<file path="config.mk">
export PLATFORM = sky130hd
export DESIGN_NAME = wb_grf
export DESIGN_NICKNAME = d
export VERILOG_FILES = /design/src/rtl/wb_grf.sv
export SDC_FILE = /design/constraint.sdc
export NUM_CORES = 2
export LEC_CHECK = 0
export ABC_AREA = 0
export CORE_UTILIZATION = 62
export DETAILED_ROUTE_END_ITERATION = 6
export PLACE_DENSITY = 0.82
export SLEW_MARGIN = 20
export SYNTH_ARGS = -nofsm -noshare
export SYNTH_HDL_FRONTEND = slang
export SYNTH_SLANG_ARGS = --single-unit
</file>
<file path="constraint.sdc">
create_clock -name Clk -period 5.09 [get_ports Clk]
set_input_delay 1.2725 -clock Clk [delete_from_list [all_inputs] [get_ports Clk]]
set_output_delay 1.2725 -clock Clk [all_outputs]
set_load 0.05 [all_outputs]
</file>
<file path="src/rtl/wb_grf.sv">
// wb_grf: MIPS write-back stage plus the 32x32 general register file.
// Decodes the W-stage destination and write data (including load byte/half
// extraction), writes the register file on the clock edge, and serves the
// two D-stage read ports with an optional write-first bypass.
module wb_grf #(
  parameter bit BYPASS = 1'b1
) (
  input  logic        Clk,
  input  logic        Reset,
  input  logic [31:0] IR_W,
  input  logic [31:0] PC4_W,
  input  logic [31:0] AO_W,
  input  logic [31:0] DR_W,
  input  logic [4:0]  A1,
  input  logic [4:0]  A2,
  output logic [31:0] RD1,
  output logic [31:0] RD2,
  output logic [4:0]  A3_W,
  output logic [31:0] WD_W,
  output logic        WE_W
);

  localparam logic [5:0] OP_RTYPE = 6'b000000;
  localparam logic [5:0] OP_JAL   = 6'b000011;
  localparam logic [5:0] OP_LB    = 6'b100000;
  localparam logic [5:0] OP_LH    = 6'b100001;
  localparam logic [5:0] OP_LW    = 6'b100011;
  localparam logic [5:0] OP_LBU   = 6'b100100;
  localparam logic [5:0] OP_LHU   = 6'b100101;

  localparam logic [5:0] FN_JR    = 6'b001000;
  localparam logic [5:0] FN_JALR  = 6'b001001;
  localparam logic [5:0] FN_MTHI  = 6'b010001;
  localparam logic [5:0] FN_MTLO  = 6'b010011;
  localparam logic [5:0] FN_MULT  = 6'b011000;
  localparam logic [5:0] FN_MULTU = 6'b011001;
  localparam logic [5:0] FN_DIV   = 6'b011010;
  localparam logic [5:0] FN_DIVU  = 6'b011011;

  logic [5:0]  opcode;
  logic [5:0]  funct;
  logic [4:0]  rtField;
  logic [4:0]  rdField;
  logic [31:0] linkData;
  logic [7:0]  loadByte;
  logic [15:0] loadHalf;
  logic [31:0] loadData;
  logic        destValid;
  logic [4:0]  destReg;
  logic [31:0] destData;

  logic [31:0] regFile_q [32];

  assign opcode   = IR_W[31:26];
  assign funct    = IR_W[5:0];
  assign rtField  = IR_W[20:16];
  assign rdField  = IR_W[15:11];
  assign linkData = PC4_W + 32'd4;

  // Select the addressed byte/half of the raw memory word and extend it per load type.
  always_comb begin
    loadByte = DR_W[7:0];
    case (AO_W[1:0])
      2'd0: loadByte = DR_W[7:0];
      2'd1: loadByte = DR_W[15:8];
      2'd2: loadByte = DR_W[23:16];
      2'd3: loadByte = DR_W[31:24];
      default: loadByte = DR_W[7:0];
    endcase
    loadHalf = AO_W[1] ? DR_W[31:16] : DR_W[15:0];
    case (opcode)
      OP_LB:   loadData = {{24{loadByte[7]}}, loadByte};
      OP_LBU:  loadData = {24'd0, loadByte};
      OP_LH:   loadData = {{16{loadHalf[15]}}, loadHalf};
      OP_LHU:  loadData = {16'd0, loadHalf};
      default: loadData = DR_W;
    endcase
  end

  // Decode which register (if any) this instruction writes and with what data.
  always_comb begin
    destValid = 1'b0;
    destReg   = 5'd0;
    destData  = AO_W;
    case (opcode)
      OP_RTYPE: begin
        case (funct)
          FN_JR, FN_MULT, FN_MULTU, FN_DIV, FN_DIVU, FN_MTHI, FN_MTLO: begin
            destValid = 1'b0;
          end
          FN_JALR: begin
            destValid = 1'b1;
            destReg   = rdField;
            destData  = linkData;
          end
          default: begin
            destValid = 1'b1;
            destReg   = rdField;
            destData  = AO_W;
          end
        endcase
      end
      6'b001000, 6'b001001, 6'b001010, 6'b001011,
      6'b001100, 6'b001101, 6'b001110, 6'b001111: begin
        destValid = 1'b1;
        destReg   = rtField;
        destData  = AO_W;
      end
      OP_LB, OP_LBU, OP_LH, OP_LHU, OP_LW: begin
        destValid = 1'b1;
        destReg   = rtField;
        destData  = loadData;
      end
      OP_JAL: begin
        destValid = 1'b1;
        destReg   = 5'd31;
        destData  = linkData;
      end
      default: begin
        destValid = 1'b0;
      end
    endcase
  end

  assign A3_W = destValid ? destReg : 5'd0;
  assign WD_W = destData;
  assign WE_W = destValid && (destReg != 5'd0);

  // Register file storage: reset clears everything and blocks that cycle's write.
  always_ff @(posedge Clk) begin
    if (Reset) begin
      for (int i = 0; i < 32; i++) begin
        regFile_q[i] <= 32'd0;
      end
    end else if (WE_W) begin
      regFile_q[A3_W] <= WD_W;
    end
  end

  // Read ports: $0 is hard zero, then the optional same-cycle bypass, then storage.
  always_comb begin
    if (A1 == 5'd0) begin
      RD1 = 32'd0;
    end else if (BYPASS && WE_W && (A3_W == A1)) begin
      RD1 = WD_W;
    end else begin
      RD1 = regFile_q[A1];
    end
    if (A2 == 5'd0) begin
      RD2 = 32'd0;
    end else if (BYPASS && WE_W && (A3_W == A2)) begin
      RD2 = WD_W;
    end else begin
      RD2 = regFile_q[A2];
    end
  end

endmodule
</file>
# Yosys cells after proc, flatten, opt, wreduce, memory -nomap -nowiden
# Memories as Yosys holds them, arrays and structs flattened.
# Cells that the tools add are included.
[totals] ff_bits=0 ramBits=1024 word_cells=64 mem_count=1 out_inout_bits=102
[op_classes] add_sub_neg=1 n_eq_ne=27 n_reduce_logical=13 mux=22
[memory_table] memory="regFile_q" words=32 width=32 read_ports=2 rd_clocked_by_memory_dff=0 wr=32 line="52" source="logic [31:0] regFile_q [32];"
[ops] cell="$mux W32" count=6
[ops] cell="$pmux W32 S4" count=1
[ops] cell="$pmux W32 S3" count=1
[ops] cell="$eq A6 B4 Y1 const B" count=10
[ops] cell="$eq A6 B5 Y1 const B" count=6
[ops] cell="$add A32 B3 Y32 const B" count=1
[ops] cell="$pmux W8 S4" count=1
[ops] cell="$reduce_or A32 Y1" count=1
[ops] cell="$eq A6 B6 Y1 const B" count=5
[ops] cell="$mux W16" count=1
[ops] cell="$mux W5" count=3
[ops] cell="$pmux W5 S3" count=1
[ops] cell="$reduce_or A14 Y1" count=1
[ops] cell="$reduce_or A13 Y1" count=1
[ops] cell="$eq A5 B5 Y1" count=2
[ops] cell="$logic_not A5 Y1" count=2
[ops] cell="$mux W1" count=7
[ops] cell="$reduce_or A7 Y1" count=1
[ops] cell="$eq A6 B2 Y1 const B" count=1
[ops] cell="$logic_not A6 Y1" count=1
[ops] cell="$reduce_bool A5 Y1" count=1
[ops] cell="$reduce_or A5 Y1" count=1
[ops] cell="$eq A2 B2 Y1 const B" count=2
[ops] cell="$logic_and A1 B1 Y1" count=3
[ops] cell="3 further kinds" count=3

# Longest topological paths before layout
[logic_depth] depth_word=11 mapped_depth=12 mapped_depth_nobuf=8

# Worst setup path before layout
# Ideal clock, no wire load.
[synth_timing] path_type="input -> output" startpoint="in IR_W[29]" endpoint="out RD1[24]" path_buffers=4 stages=10 arrival_ns=4.517 setup_slack_ns=-0.700 path_cell_list="buf_2 > or4_4 > nor2_1 > buf_2 > o31ai_1 > a211o_1 > buf_2 > or3_1 > buf_2 > o31ai_1"
[synth_via] elab_chain_cells=8 word_cells_on_any_way=29 classes_between="15 x eq/ne; 7 x mux; 7 x reduce/logical"
[synth_lines] item="start, declared" line="10" source="input logic [31:0] IR_W,"
[synth_lines] item="$eq A6 B6 Y1, or another cell as far along" line="71, 85"
[synth_lines] item="$reduce_or A13 Y1 (no source line) / $reduce_or A14 Y1 (equally long branches)"
[synth_lines] item="$pmux W5 S3 / $pmux W1 S2 (equally long branches)" line="85" source="case (opcode)"
[synth_lines] item="$mux W5 / $reduce_bool A5 Y1 (equally long branches)" line="125, 127"
[synth_lines] item="$eq A5 B5 Y1 / $logic_and A1 B1 Y1 (equally long branches)" line="144, 127"
[synth_lines] item="$logic_and A1 B1 Y1" line="144" source="end else if (BYPASS && WE_W && (A3_W == A1)) begin"
[synth_lines] item="$mux W32 *" line="144"
[synth_lines] item="$mux W32 *" line="142" source="if (A1 == 5'd0) begin"
[synth_lines] item="end, declared" line="16" source="output logic [31:0] RD1,"
# Mark *: on every way between the ends. The rest lies on a longest branch, timed or not.

# Worst setup path in the final report
[layout_timing] startpoint="in A2[2]" endpoint="out RD2[25]"
[layout_via] elab_chain_cells=4 word_cells_on_any_way=6 classes_between="1 x eq/ne; 2 x mux; 2 x reduce/logical; 1 x memory"
[layout_lines] item="start, declared" line="15" source="input logic [4:0] A2,"
[layout_lines] item="branches (longest 3 deep; another with $mem_v2 Z32 W32)"
[layout_lines] item="$mux W32 *" line="149" source="if (A2 == 5'd0) begin"
[layout_lines] item="end, declared" line="17" source="output logic [31:0] RD2,"
# Mark *: on every way between the ends.

==> PnR_summary.wiki <==
{| class="wikitable"
! Metric !! Value
|-
| Total grt overflow || 0
|-
| Via count of the first global-routing pass || 47.1k
|-
| Fin crit share || 1.03
|-
| TritonCTS Buffers || between 100 and 150
|-
| Hold Buf Count CTS || 0
|-
| Distinct cell type count after synthesis || 84
|-
| Area of the core || 88500 sq um
|-
| Leakage power figure || approximately 25 nW
|-
| IO Count || between 200 and 250
|-
| Starting density of the core || 0.626
|-
| Synthesis Warnings || 0
|-
| Fraction of the mapped netlist area in simple logic gates || 0.119
|-
| Synthesized instance count || approximately 4.1k
|-
| Routed wire per std cell || just under 40 microns
|-
| Die span in x || between 300 and 400 microns
|-
| Share of power burned in registers || 0.453
|-
| Share of async-settable or async-resettable flops after synthesis || 0
|-
| Shortest period the worst path allows || 5.24 ns
|-
| Post-synthesis instance area || about 55000 sq um
|-
| Post-route DRC || 230
|-
| Peak fanout along the critical path || 15
|-
| Max-cap violations || 0
|-
| Global-route wire length before repair || about 320 mm
|-
| Total of flip-flops plus latches after synthesis || 1024
|-
| Power Total || 22.2 mW
|-
| First-pass DRT Iterations || 7
|-
| Result of the run || finished with violations
|-
| Min-delay worst type || in -> reg
|-
| Fin worst setup slack || -0.145 ns
|-
| Number of antenna violations at the first check in global routing || 10
|-
| Share of the synthesized area in compound gates (AO/OA/AOI/OAI) || 0.0439
|-
| Transition time at the pin with the least slew margin || between 0.9 and 1 ns
|-
| Vias per std cell || 7.92
|-
| Number of DRC markers after the initial detailed-route iteration || ~9.5k
|-
| Max clock buf depth || 3
|-
| Chip Height || around 300 microns
|-
| Startpoint class of the critical path || primary input
|-
| Unrepaired setup endpoints after global routing || true
|-
| Clock root cell || clkbuf_16
|-
| Post-synthesis sequential area ratio || 0.555
|-
| Sum of net half-perimeters after detailed placement || ~140 mm
|-
| Violated checks || design-rule violations, negative setup slack
|-
| Final hold slack || 1.22 ns
|-
| Die Area || just over 90000 sq um
|-
| Power share of the clock group || 0.345
|-
| Total internal power || about 16 mW
|-
| Post-Synth Adder-Cell Area || 0.000226
|-
| Average cell area after synthesis || 13.4 sq um
|-
| Antenna Violating Nets Remaining || 0
|-
| Max IR drop VDD || around 0.00033 V
|-
| Switching power || 6.29 mW
|-
| Maximum number of pins on one net before global-route repair || 67
|-
| Peak Freq || between 0.15 and 0.2 GHz
|-
| Proportion of layout cells with a drive suffix above 1 || 0.330
|-
| Top Registers || regFile_q x1024
|-
| Switch share || 0.283
|-
| Count of final hold-check violations || 0
|-
| Final instance area || 68300 sq um
|-
| Nature of the critical path endpoint || output pin
|-
| Reg with most FFs || regFile_q
|-
| Beginning of the worst hold path || Reset
|-
| Power per standard cell area || 325 nW/um^2
|-
| Combinational family with the most area after synthesis || multiplexers
|-
| Worst hold path endpoint || regFile_q[0][10]
|-
| Multiplexer area fraction after synthesis || 0.245
|-
| Proportion of power drawn by combinational gates || 0.202
|-
| CP Data Arrival Time || 3.96 ns
|-
| XOR/XNOR Fraction of Synth Area || 0.00300
|-
| Crit Path Category || in -> out
|-
| Routed wire length || ~230 mm
|-
| Standard cell area after detailed placement || roughly 64000 sq um
|-
| Final setup violation count || 39
|-
| Max FFs per register || between 1k and 1.5k
|-
| Count of flip-flops with a built-in enable after synthesis || 1024
|-
| Routability Congestion || between 1 and 1.5
|-
| Max-slew violation total from the final report || 0
|-
| Count of buffers from port buffering || roughly 230
|-
| Clock transition time at the flip-flop clock pins of the worst setup and hold paths || around 0.060 ns
|-
| Total number of vias || 46.3k
|-
| Most common flop cell mapped by yosys || edfxtp_1
|-
| Hold-critical path depth || 1
|-
| TritonCTS clock tree || built
|-
| Number of nets in the finished design || around 4.7k
|-
| Setup Slack @ Placement || -0.638 ns
|-
| Overall Global Routing Usage || 0.504
|-
| Number of H-tree levels || 3
|-
| Number of fill cells || 4579
|-
| Req. time, crit path || about 3.8 ns
|-
| Area growth, synth to finish || 23.3%
|-
| Worst slew margin || 0.370
|-
| Num rows || between 100 and 150
|-
| Clock Sinks || ~1.0k
|-
| Post-route core utilization || 0.772
|}
## how the worst max path moves through the flow
stage / start / endpoint / slack [ns] / cells past startpoint
after floorplan: IR_W[30] / RD1[10] / -0.15 / 10
after global placement: IR_W[31] / RD2[6] / -0.61 / 10
after detailed placement: IR_W[31] / RD2[6] / -0.64 / 10
after CTS: IR_W[30] / RD1[21] / -0.06 / 10
after global routing: IR_W[30] / RD2[18] / -0.11 / 12
final: A2[2] / RD2[25] / -0.15 / 7
## worst max-delay path, cell delays in order
cell             delay (ns)
clkdlybuf4s50_1        0.75
nor2_4                 0.18
buf_4                  0.30
a32oi_1                0.56
nand3_1                0.43
mux2i_4                0.28
buf_12                 0.16
## power by group through the flow
stage | Clock [mW] | Combinational [mW] | Sequential, mW
floorplan | 0 | 2.39 | 10.1
global placement | 0 | 4.09 | 10.1
detailed placement | 0 | 4.16 | 10.2
CTS | 7.56 | 4.27 | 10.0
global route | 7.88 | 4.51 | 10.1
finish | 7.67 | 4.48 | 10.1
## through the flow
step	instances	TNS [ns]
floorplan	4164	-1.30
global placement	5624	-36.97
detailed placement	5624	-37.46
CTS	5829	-0.617
global route	5837	-3.16
finish	5843	-1.48
## layout by cell type, fill, tap and decap left out, drive strengths merged, types with 10 or more instances in the layout
master and count:
nor2 1029, edfxtp 1024, buf 642, mux4 513, nand2 330, mux2i 195, clkbuf 132, a32oi 129
clkdlybuf4s50 90, nand3 72, inv 49, clkinv 47, nand2b 44, o21ai 35, conb 32, o31ai 23
nor4 21, nor3 18, a21oi 18, xnor2 13, and3 13, nand4 12, bufinv 11, dlygate4sd2 11
clkinvlp 10
## cell type report
class / count / area [sq um] / share of cell area
inverter: 55 / 250 / 0.00366
clock inverter: 62 / 638 / 0.00934
tap: 1165 / 1460 / 0.0213
sequential: 1024 / 30700 / 0.450
timing repair buffer: 752 / 8320 / 0.122
antenna: 8 / 20.0 / 0.000293
multi-input combinational: 2650 / 24200 / 0.355
clock buffer: 127 / 2670 / 0.0390
## cell usage after synthesis (all sizes together), types with 4 or more instances
library cell	instances	area (sq um)
nor2	1029	3860
edfxtp	1024	30700
mux4	513	11600
nand2	330	1240
clkbuf	326	1220
mux2i	195	1950
a32oi	129	1130
buf	109	484
nand3	72	360
inv	53	199
nand2b	44	283
o21ai	35	175
o31ai	23	208
nor4	21	175
a21oi	18	97.6
nor3	18	100
and3	13	81.3
xnor2	13	114
nand4	12	75.1
o2111a	9	101
or4	9	71.3
a211o	7	61.3
a221o	7	70.1
a221oi	7	73.8
and4	7	61.3
mux2	7	78.8
nor2b	7	43.8
o211a	7	70.1
or3	7	43.8
o22ai	6	37.5
o31a	6	52.6
xor2	6	52.6
or2	5	31.3
a31oi	4	25.0
or3b	4	35.0
## what timing repair did
action	in CTS	in global routing
endpoints found under the setup margin	95	71
pin swaps	24	14
resized for setup	147	53
buffers inserted	16	5
gates cloned	0	1
## logic make-up after synthesis
family | count (synthesis)
simple gates | 1590
flops | 1024
mux | 715
buf+inv | 490
compound gates | 293
xor+xnor | 19
fa+ha+maj | 1
other cells | 1
## metal layers
| metal | global-route usage | vias up | wire length, microns | share of wire |
|---|---|---|---|---|
| met4 | 0.415 | 16 | 24800 | 0.11 |
| li1 | - | 16681 | - | - |
| met1 | 0.553 | 21606 | 60800 | 0.27 |
| met2 | 0.729 | 5970 | 97200 | 0.43 |
| met5 | 0.0265 | - | 459 | 0.0020 |
| met3 | 0.257 | 2026 | 43700 | 0.19 |
Power figures use the tool's default switching activity.
